### config.mk
export PLATFORM = sky130hd
export DESIGN_NAME = bus_watch_monitor
export DESIGN_NICKNAME = d
export VERILOG_FILES = /design/src/rtl/bus_watch_monitor.sv
export SDC_FILE = /design/constraint.sdc
export NUM_CORES = 1
export LEC_CHECK = 0
export ABC_AREA = 1
export ABC_CLOCK_PERIOD_IN_PS = 5200
export CORE_ASPECT_RATIO = 0.6
export CORE_MARGIN = 5
export CORE_UTILIZATION = 30
export DETAILED_ROUTE_END_ITERATION = 7
export MAX_ROUTING_LAYER = met4
export PLACE_DENSITY = 0.46
export SYNTH_ARGS = -nofsm -noshare
export SYNTH_HDL_FRONTEND = slang
export SYNTH_SLANG_ARGS = --single-unit
### constraint.sdc
create_clock -name clk -period 5.2 [get_ports clk]
set_input_delay 1.04 -clock clk [delete_from_list [all_inputs] [get_ports clk]]
set_output_delay 1.04 -clock clk [all_outputs]
set_load 0.03 [all_outputs]
### src/rtl/bus_watch_monitor.sv
// Bus tap: halt/timeout detection plus capture of MMIO-window writes into a log FIFO.
// Latency: flags and counters are registered (visible 1 cycle after the edge); a log entry is visible 1 cycle after its push.
// Backpressure: log_ready stalls the drain; window writes arriving while the log is full and not popping are dropped and counted.

module bus_watch_fifo #(
    parameter int W     = 64,
    parameter int DEPTH = 8
) (
    input  logic                     clk,
    input  logic                     resetn,
    input  logic                     push_vld,
    input  logic [W-1:0]             push_dat,
    input  logic                     pop_rdy,
    output logic                     pop_vld,
    output logic [W-1:0]             pop_dat,
    output logic [$clog2(DEPTH):0]   level,
    output logic                     full
);
    localparam int PW    = $clog2(DEPTH);
    localparam int PTR_W = PW + 1;

    // The extra pointer bit separates full (pointers differ by DEPTH) from empty.
    logic [PTR_W-1:0] wr_ptr;
    logic [PTR_W-1:0] rd_ptr;
    logic [W-1:0]     mem [DEPTH];
    logic             do_push;
    logic             do_pop;

    assign level   = wr_ptr - rd_ptr;
    assign full    = (level == PTR_W'(DEPTH));
    assign pop_vld = (wr_ptr != rd_ptr);
    assign pop_dat = mem[rd_ptr[PW-1:0]];
    assign do_pop  = pop_rdy && pop_vld;
    // A pop on the same edge frees the slot the push needs, so full does not block it.
    assign do_push = push_vld && (!full || do_pop);

    always_ff @(posedge clk or negedge resetn) begin
        if (!resetn) begin
            wr_ptr <= '0;
            rd_ptr <= '0;
        end else begin
            if (do_push) wr_ptr <= wr_ptr + PTR_W'(1);
            if (do_pop)  rd_ptr <= rd_ptr + PTR_W'(1);
        end
    end

    always_ff @(posedge clk) begin
        if (do_push) mem[wr_ptr[PW-1:0]] <= push_dat;
    end
endmodule

module bus_watch_monitor #(
    parameter int                 ADDR_W      = 32,
    parameter int                 DATA_W      = 32,
    parameter logic [ADDR_W-1:0]  HALT_ADDR   = 32'hFFC,
    parameter logic [ADDR_W-1:0]  WIN_BASE    = 32'h800,
    parameter logic [ADDR_W-1:0]  WIN_MASK    = 32'h800,
    parameter int                 LOG_DEPTH   = 8,
    parameter int                 TIMEOUT_CYC = 2000,
    parameter int                 CNT_W       = 16
) (
    input  logic                         clk,
    input  logic                         resetn,
    input  logic [ADDR_W-1:0]            address,
    input  logic [DATA_W-1:0]            data_out,
    input  logic                         we,
    output logic                         halted,
    output logic                         timed_out,
    output logic                         done,
    output logic [CNT_W-1:0]             cycle_cnt,
    output logic                         log_valid,
    input  logic                         log_ready,
    output logic [ADDR_W-1:0]            log_addr,
    output logic [DATA_W-1:0]            log_data,
    output logic [$clog2(LOG_DEPTH):0]   log_level,
    output logic [CNT_W-1:0]             drop_cnt
);
    typedef enum logic [1:0] {ST_RUN, ST_HALT, ST_TIMEOUT} state_t;

    typedef struct packed {
        logic [ADDR_W-1:0] addr;
        logic [DATA_W-1:0] data;
    } log_ent_t;

    state_t   state;
    log_ent_t cap_ent;
    log_ent_t head_ent;
    logic     halt_hit;
    logic     win_hit;
    logic     to_hit;
    logic     cap_vld;
    logic     fifo_full;
    logic     drop;

    assign halt_hit = (address == HALT_ADDR);
    assign win_hit  = ((address & WIN_MASK) == WIN_BASE);
    assign to_hit   = (TIMEOUT_CYC != 0) && (cycle_cnt == CNT_W'(TIMEOUT_CYC - 1));
    // The halting edge is still RUN, so a window write on it is captured.
    assign cap_vld  = (state == ST_RUN) && we && win_hit;
    assign drop     = cap_vld && fifo_full && !(log_valid && log_ready);
    assign cap_ent  = '{addr: address, data: data_out};
    assign log_addr = head_ent.addr;
    assign log_data = head_ent.data;

    bus_watch_fifo #(
        .W     ($bits(log_ent_t)),
        .DEPTH (LOG_DEPTH)
    ) u_log_fifo (
        .clk      (clk),
        .resetn   (resetn),
        .push_vld (cap_vld),
        .push_dat (cap_ent),
        .pop_rdy  (log_ready),
        .pop_vld  (log_valid),
        .pop_dat  (head_ent),
        .level    (log_level),
        .full     (fifo_full)
    );

    always_ff @(posedge clk or negedge resetn) begin
        if (!resetn) begin
            state     <= ST_RUN;
            halted    <= 1'b0;
            timed_out <= 1'b0;
            done      <= 1'b0;
            cycle_cnt <= '0;
        end else if (state == ST_RUN) begin
            if (cycle_cnt != '1) cycle_cnt <= cycle_cnt + CNT_W'(1);
            // Halt has priority over a timeout expiring on the same edge.
            if (halt_hit) begin
                state  <= ST_HALT;
                halted <= 1'b1;
                done   <= 1'b1;
            end else if (to_hit) begin
                state     <= ST_TIMEOUT;
                timed_out <= 1'b1;
                done      <= 1'b1;
            end
        end
    end

    always_ff @(posedge clk or negedge resetn) begin
        if (!resetn) begin
            drop_cnt <= '0;
        end else if (drop && drop_cnt != '1) begin
            drop_cnt <= drop_cnt + CNT_W'(1);
        end
    end
endmodule

# Yosys cells after proc, flatten, opt, wreduce, memory -nomap -nowiden
# Memories as Yosys holds them, arrays and structs flattened.
# Index checks and enable logic that the tools add are counted.
[word_totals]
latchBits = 0
n_memories = 1
input_bits = 68
out_inout_bits = 104
romBits = 0
register_bits = 45
ramBits = 512
[mem_list]
columns = ["name", "words", "width", "read_ports", "rd_clocked_by_memory_dff", "write_ports", "line_no", "text"]
rows = [
  ["u_log_fifo.mem", 8, 64, 1, 0, 1, "25", "logic [W-1:0] mem [DEPTH];"],
]
[classes]
n_reduce_logical = 16
mul = 0
div = 0
n_bitwise = 1
add_sub_neg = 5
eq_ne = 6
order_cmp = 0
mux = 6
shifts = 0
[ops]
columns = ["operator", "n"]
rows = [
  ["16-bit by 1-bit adder with 16-bit output, second input constant", 2],
  ["32-bit by 12-bit equality test with 1-bit output, second input constant", 1],
  ["16-bit inequality test, second input constant", 2],
  ["16-bit by 11-bit equality test with 1-bit output, second input constant", 1],
  ["4-bit by 1-bit adder with 4-bit output, second input constant", 2],
  ["1-bit logical AND", 7],
  ["2-bit AND reduction", 3],
  ["4-bit equality test, second input constant", 1],
  ["1-bit 2-to-1 mux", 4],
  ["2-bit 2-to-1 mux", 2],
  ["4-bit inequality test", 1],
  ["4-bit subtractor", 1],
  ["3-bit AND reduction", 1],
  ["1-bit zero test", 2],
  ["2-bit zero test", 1],
  ["2-bit nonzero test", 1],
  ["1-bit logical OR", 1],
  ["1-bit NOT", 1],
]

# Longest topological paths before layout
[logic_depth]
depth_word = 7
depth_mapped = 14

# By module
# From an unflattened synthesis, not the netlist that was laid out.
[hier_totals]
hier_cells = 1935
area_unflattened_um2 = 22790.6
[modules_own_cells]
columns = ["module", "area_per_inst_um2", "cells_per_inst", "n_inst"]
rows = [
  ["bus_watch_fifo", 20453.4, 1592, 1],
  ["bus_watch_monitor", 2337.2, 343, 1],
]

# Least setup slack after synthesis
# OpenSTA, ideal clock, no wires.
[synth_path]
path_type = "register to register"
from = "reg u_log_fifo.rd_ptr[2]"
to = "mem u_log_fifo.mem[0][0] (enable)"
path_buffers = 1
path_stages_with_launch = 11
required_ns = 4.714
arrival_ns = 4.943
setup_slack_ns = -0.229
setup_time_ns = 0.486
cell_sequence = "dfrtp_1 > inv_1 > clkbuf_1 > ha_1 > xnor2_1 > nor2_1 > nand2_2 > nor2_8 > nor2_2 > nand2_1 > nor2_1"
[synth_between]
elab_chain_cells = 7
[synth_lines]
columns = ["element", "line_no", "text"]
rows = [
  ["start: declaration", "24", "logic [PTR_W-1:0] rd_ptr;"],
  ["start signal: assignment", "43", "if (do_pop) rd_ptr <= rd_ptr + PTR_W'(1);"],
  ["4-bit subtractor", "29", "assign level = wr_ptr - rd_ptr;"],
  ["net log_level[2]", "75", "output logic [$clog2(LOG_DEPTH):0] log_level,"],
  ["4-bit equality test", "30", "assign full = (level == PTR_W'(DEPTH));"],
  ["1-bit zero test", "35", "assign do_push = push_vld && (!full || do_pop);"],
  ["1-bit logical OR", "35", ""],
  ["1-bit logical AND", "35", ""],
  ["1-bit 2-to-1 mux", "48", "if (do_push) mem[wr_ptr[PW-1:0]] <= push_dat;"],
  ["1-bit 2-to-1 mux (not written as such)", "48", ""],
  ["end: declaration", "25", ""],
]
# The timed path passes the listed nets, and every way through them passes these cells.

# Worst setup path in the final report
[layout_path]
from = "reg u_log_fifo.rd_ptr[0]"
to = "out log_data[4]"
[layout_between]
elab_chain_cells = 1
[layout_lines]
columns = ["element", "line_no", "text"]
rows = [
  ["memory 8 x 64 bit", "--", ""],
  ["end: declaration", "74", "output logic [DATA_W-1:0] log_data,"],
]
# Every way passes these cells.

==> results.txt <==
WHS Endpoint: halted
post-cts sizing count: 0
Slew @ Worst Pin: 1.13 ns
min-delay src: halted
combinational fraction of design power: 0.363
RSZ-0062 raised after global routing: no
maximum clock insertion buffer count: 3
Worst setup SP type: register
Cell variety after synth: 32
Hold Crit Class: register to register
fin cells: 3024
Switching Share: 0.374
Hold Path Cell Cnt: 2
Num CTS Buffers: 55
CP cell instances: inv_6, buf_4, o21ai_0, o22ai_1, nand2_1, nand2_1, clkdlybuf4s50_1
DR iter-0 viols: 1121
Gate Count Post-Synth: 1836
num ports: 172
PwrDens: 526 mW/mm^2
Final HPWL DP: 31900 um
nets@finish: 2062
worst r2r dst: u_log_fifo.mem[3][26]
later-pin clock latency in the skew report: 0.63 ns
remaining antenna violation count: 0
largest net degree at the start of global routing: 103
port bufs: 171
commonest cells after routing, fill and taps aside: 512 x edfxtp_1, 332 x nand2_1, 299 x nor2_1
Power Total: 14.3 mW
vias in the first global route: 14307
initial antenna violation count: 3
Crit Path Category: register to primary output
Max-cap violations: 0
CTS clk-pin slew, worst paths: 0.06 ns
layout cells sized above 1: 0.0694
placed insts: 2916
Mapped Avg Cell Area: 12.2 sq um
P_int: 8.96 mW
Worst path slowest cell: clkdlybuf4s50_1
Critical R2R Launch: u_log_fifo.rd_ptr[1]
total track usage: 0.151
final number of setup-violating endpoints: 0
drt total wl: 60400 um
Synth Cell Area: 0.0224 sq mm
R2R setup slack: 1.40 ns
H-tree Lvls: 2
FF+latch count, synth: 557
Slew headroom: 0.249
crit path DAT: 3.56 ns
GRT overflow: 0
full die area: 0.0805 sq mm
CTS root buffer: clkbuf_16
Placer Congestion: 0.803
setup TNS: 0 ns
crit end category: primary output
Pre-antenna DRT Iters: 5
CP Max Fanout: 53
Period minus WS final: 4.60 ns
first-pass GRT wire length: 91800 um
WL/cell: 20.0 um
setup bufs post-CTS: 0
Post-route DRC: 0
Slew Limit Fails: 0
fmax: 0.217 GHz
final hold vios: 0
worst vdd ir: 0.296 mV
clock skew: 0.0161 ns
Syn Nets: 1912
reg2reg path depth: 11
most common cell after layout, fill and taps aside: edfxtp_1
most used cell, CP: nand2_1
outcome: finished clean
Sw Pwr: 5.35 mW
hold_buf cts: 0
Row Count: 77
crit share post-route: 0.885
Core Util, Final: 0.368
Die W: 363 um
part of the power in registers: 0.354
required time worst endpoint: 4.16 ns
drt via density: 4.80
P_leak: 9.13 nW
die height: 222 um
Syn. warnings: 0
CTS tree: done
Crit path largest cell delay: 0.71 ns
sequential fraction of the synthesis area: 0.736
clock power share: 0.283
via count: 14505
clock sink total: 557
area delta synth->final: 21.3%
Core ar.: 0.0738 sq mm
Initial Util: 0.304
==> cell type report <==
type	instances	area, sq um
fill	7112	46600
antenna	4	10.0
clock buffer	67	1420
sequential	557	16500
tap	987	1230
timing repair buffer	196	2070
clock inverter	37	394
multi-input combinational	1140	5400
inverter	36	144
==> state kept, by name (all words and copies together) (netlist names) <==
name	count
u_log_fifo.mem	512
cycle_cnt	16
halted	1
done	1
drop_cnt	16
state	2
u_log_fifo.wr_ptr	4
u_log_fifo.rd_ptr	4
timed_out	1
==> through the flow <==
| step | setup slack, ns | instance area [sq um] | hold slack, ns |
|---|---|---|---|
| 2_1_floorplan | -0.229 | 22400 | 0.453 |
| 3_3_place_gp | 1.23 | 25400 | 0.454 |
| 3_5_place_dp | 1.26 | 25400 | 0.453 |
| 4_1_cts | 0.564 | 27200 | 0.470 |
| 5_1_grt | 0.364 | 27200 | 0.500 |
| 6_report | 0.596 | 27200 | 0.465 |
==> layer usage <==
metal / global-route usage / part of all wire
met1: 0.214 / 0.48
met2: 0.232 / 0.46
met3: 0.0245 / 0.048
met4: 0.0312 / 0.015
met5: - / 0
==> worst max path at each step <==
stage,start,end,slack [ns],cells after the start
2_1_floorplan,u_log_fifo.rd_ptr[2],u_log_fifo.mem[0][0],-0.23,10
3_3_place_gp,u_log_fifo.rd_ptr[0],log_addr[31],1.23,7
3_5_place_dp,u_log_fifo.rd_ptr[0],log_data[4],1.26,7
4_1_cts,u_log_fifo.rd_ptr[0],log_data[4],0.56,7
5_1_grt,u_log_fifo.rd_ptr[0],log_data[4],0.36,7
6_report,u_log_fifo.rd_ptr[0],log_data[4],0.60,7
==> cell usage after synthesis <==
cell type	n	area, sq um
edfxtp_1	512	15400
nand2_1	332	1250
nor2_1	307	1150
o21ai_0	266	1330
o22ai_1	128	801
clkbuf_1	75	282
dfrtp_1	45	1130
inv_1	33	124
nand4_1	25	156
buf_2	23	115
nand3_1	20	100
xor2_1	12	105
xnor2_1	9	78.8
ha_1	7	87.6
nand3b_1	5	37.5
nor3_1	5	25.0
nand2_2	4	25.0
nor2_2	4	25.0
a21oi_1	3	15.0
nand3_2	3	30.0
nor4_1	3	18.8
o21ai_2	3	26.3
buf_4	2	15.0
buf_6	2	22.5
buf_1	1	3.75
clkinv_1	1	3.75
fa_1	1	20.0
inv_2	1	3.75
inv_4	1	6.26
nand3_4	1	17.5
nor2_8	1	20.0
o21ai_4	1	16.3
==> cells by family (layout without fill, tap and decap cells) <==
logic type | after synthesis | in the layout | share of synthesized area
flops | 557 | 557 | 0.736
compound gates | 401 | 401 | 0.0977
other cells | 0 | 4 | 0
simple gates | 710 | 710 | 0.127
xor+xnor | 21 | 21 | 0.00821
buf+inv | 139 | 336 | 0.0257
fa+ha+maj | 8 | 8 | 0.00480
==> worst max-delay path, delay by kind of cell, from the launching register on <==
family                 cells  cell delay (ns)
buffers and inverters      3             1.61
flip-flops                 1             0.67
AO/OA/AOI/OAI              2             0.29
AND/OR/NAND/NOR            2             0.28
==> power by group through the flow <==
stage                     Clock (mW)  Sequential [mW]  Combinational (mW)
after floorplan                    0             5.02                3.30
after global placement             0             5.16                5.28
after detailed placement           0             5.16                5.30
after CTS                       4.18             5.06                5.32
after global routing            4.37             5.07                5.71
final                           4.05             5.06                5.20
Note: power is estimated with default switching activity, not from simulation.
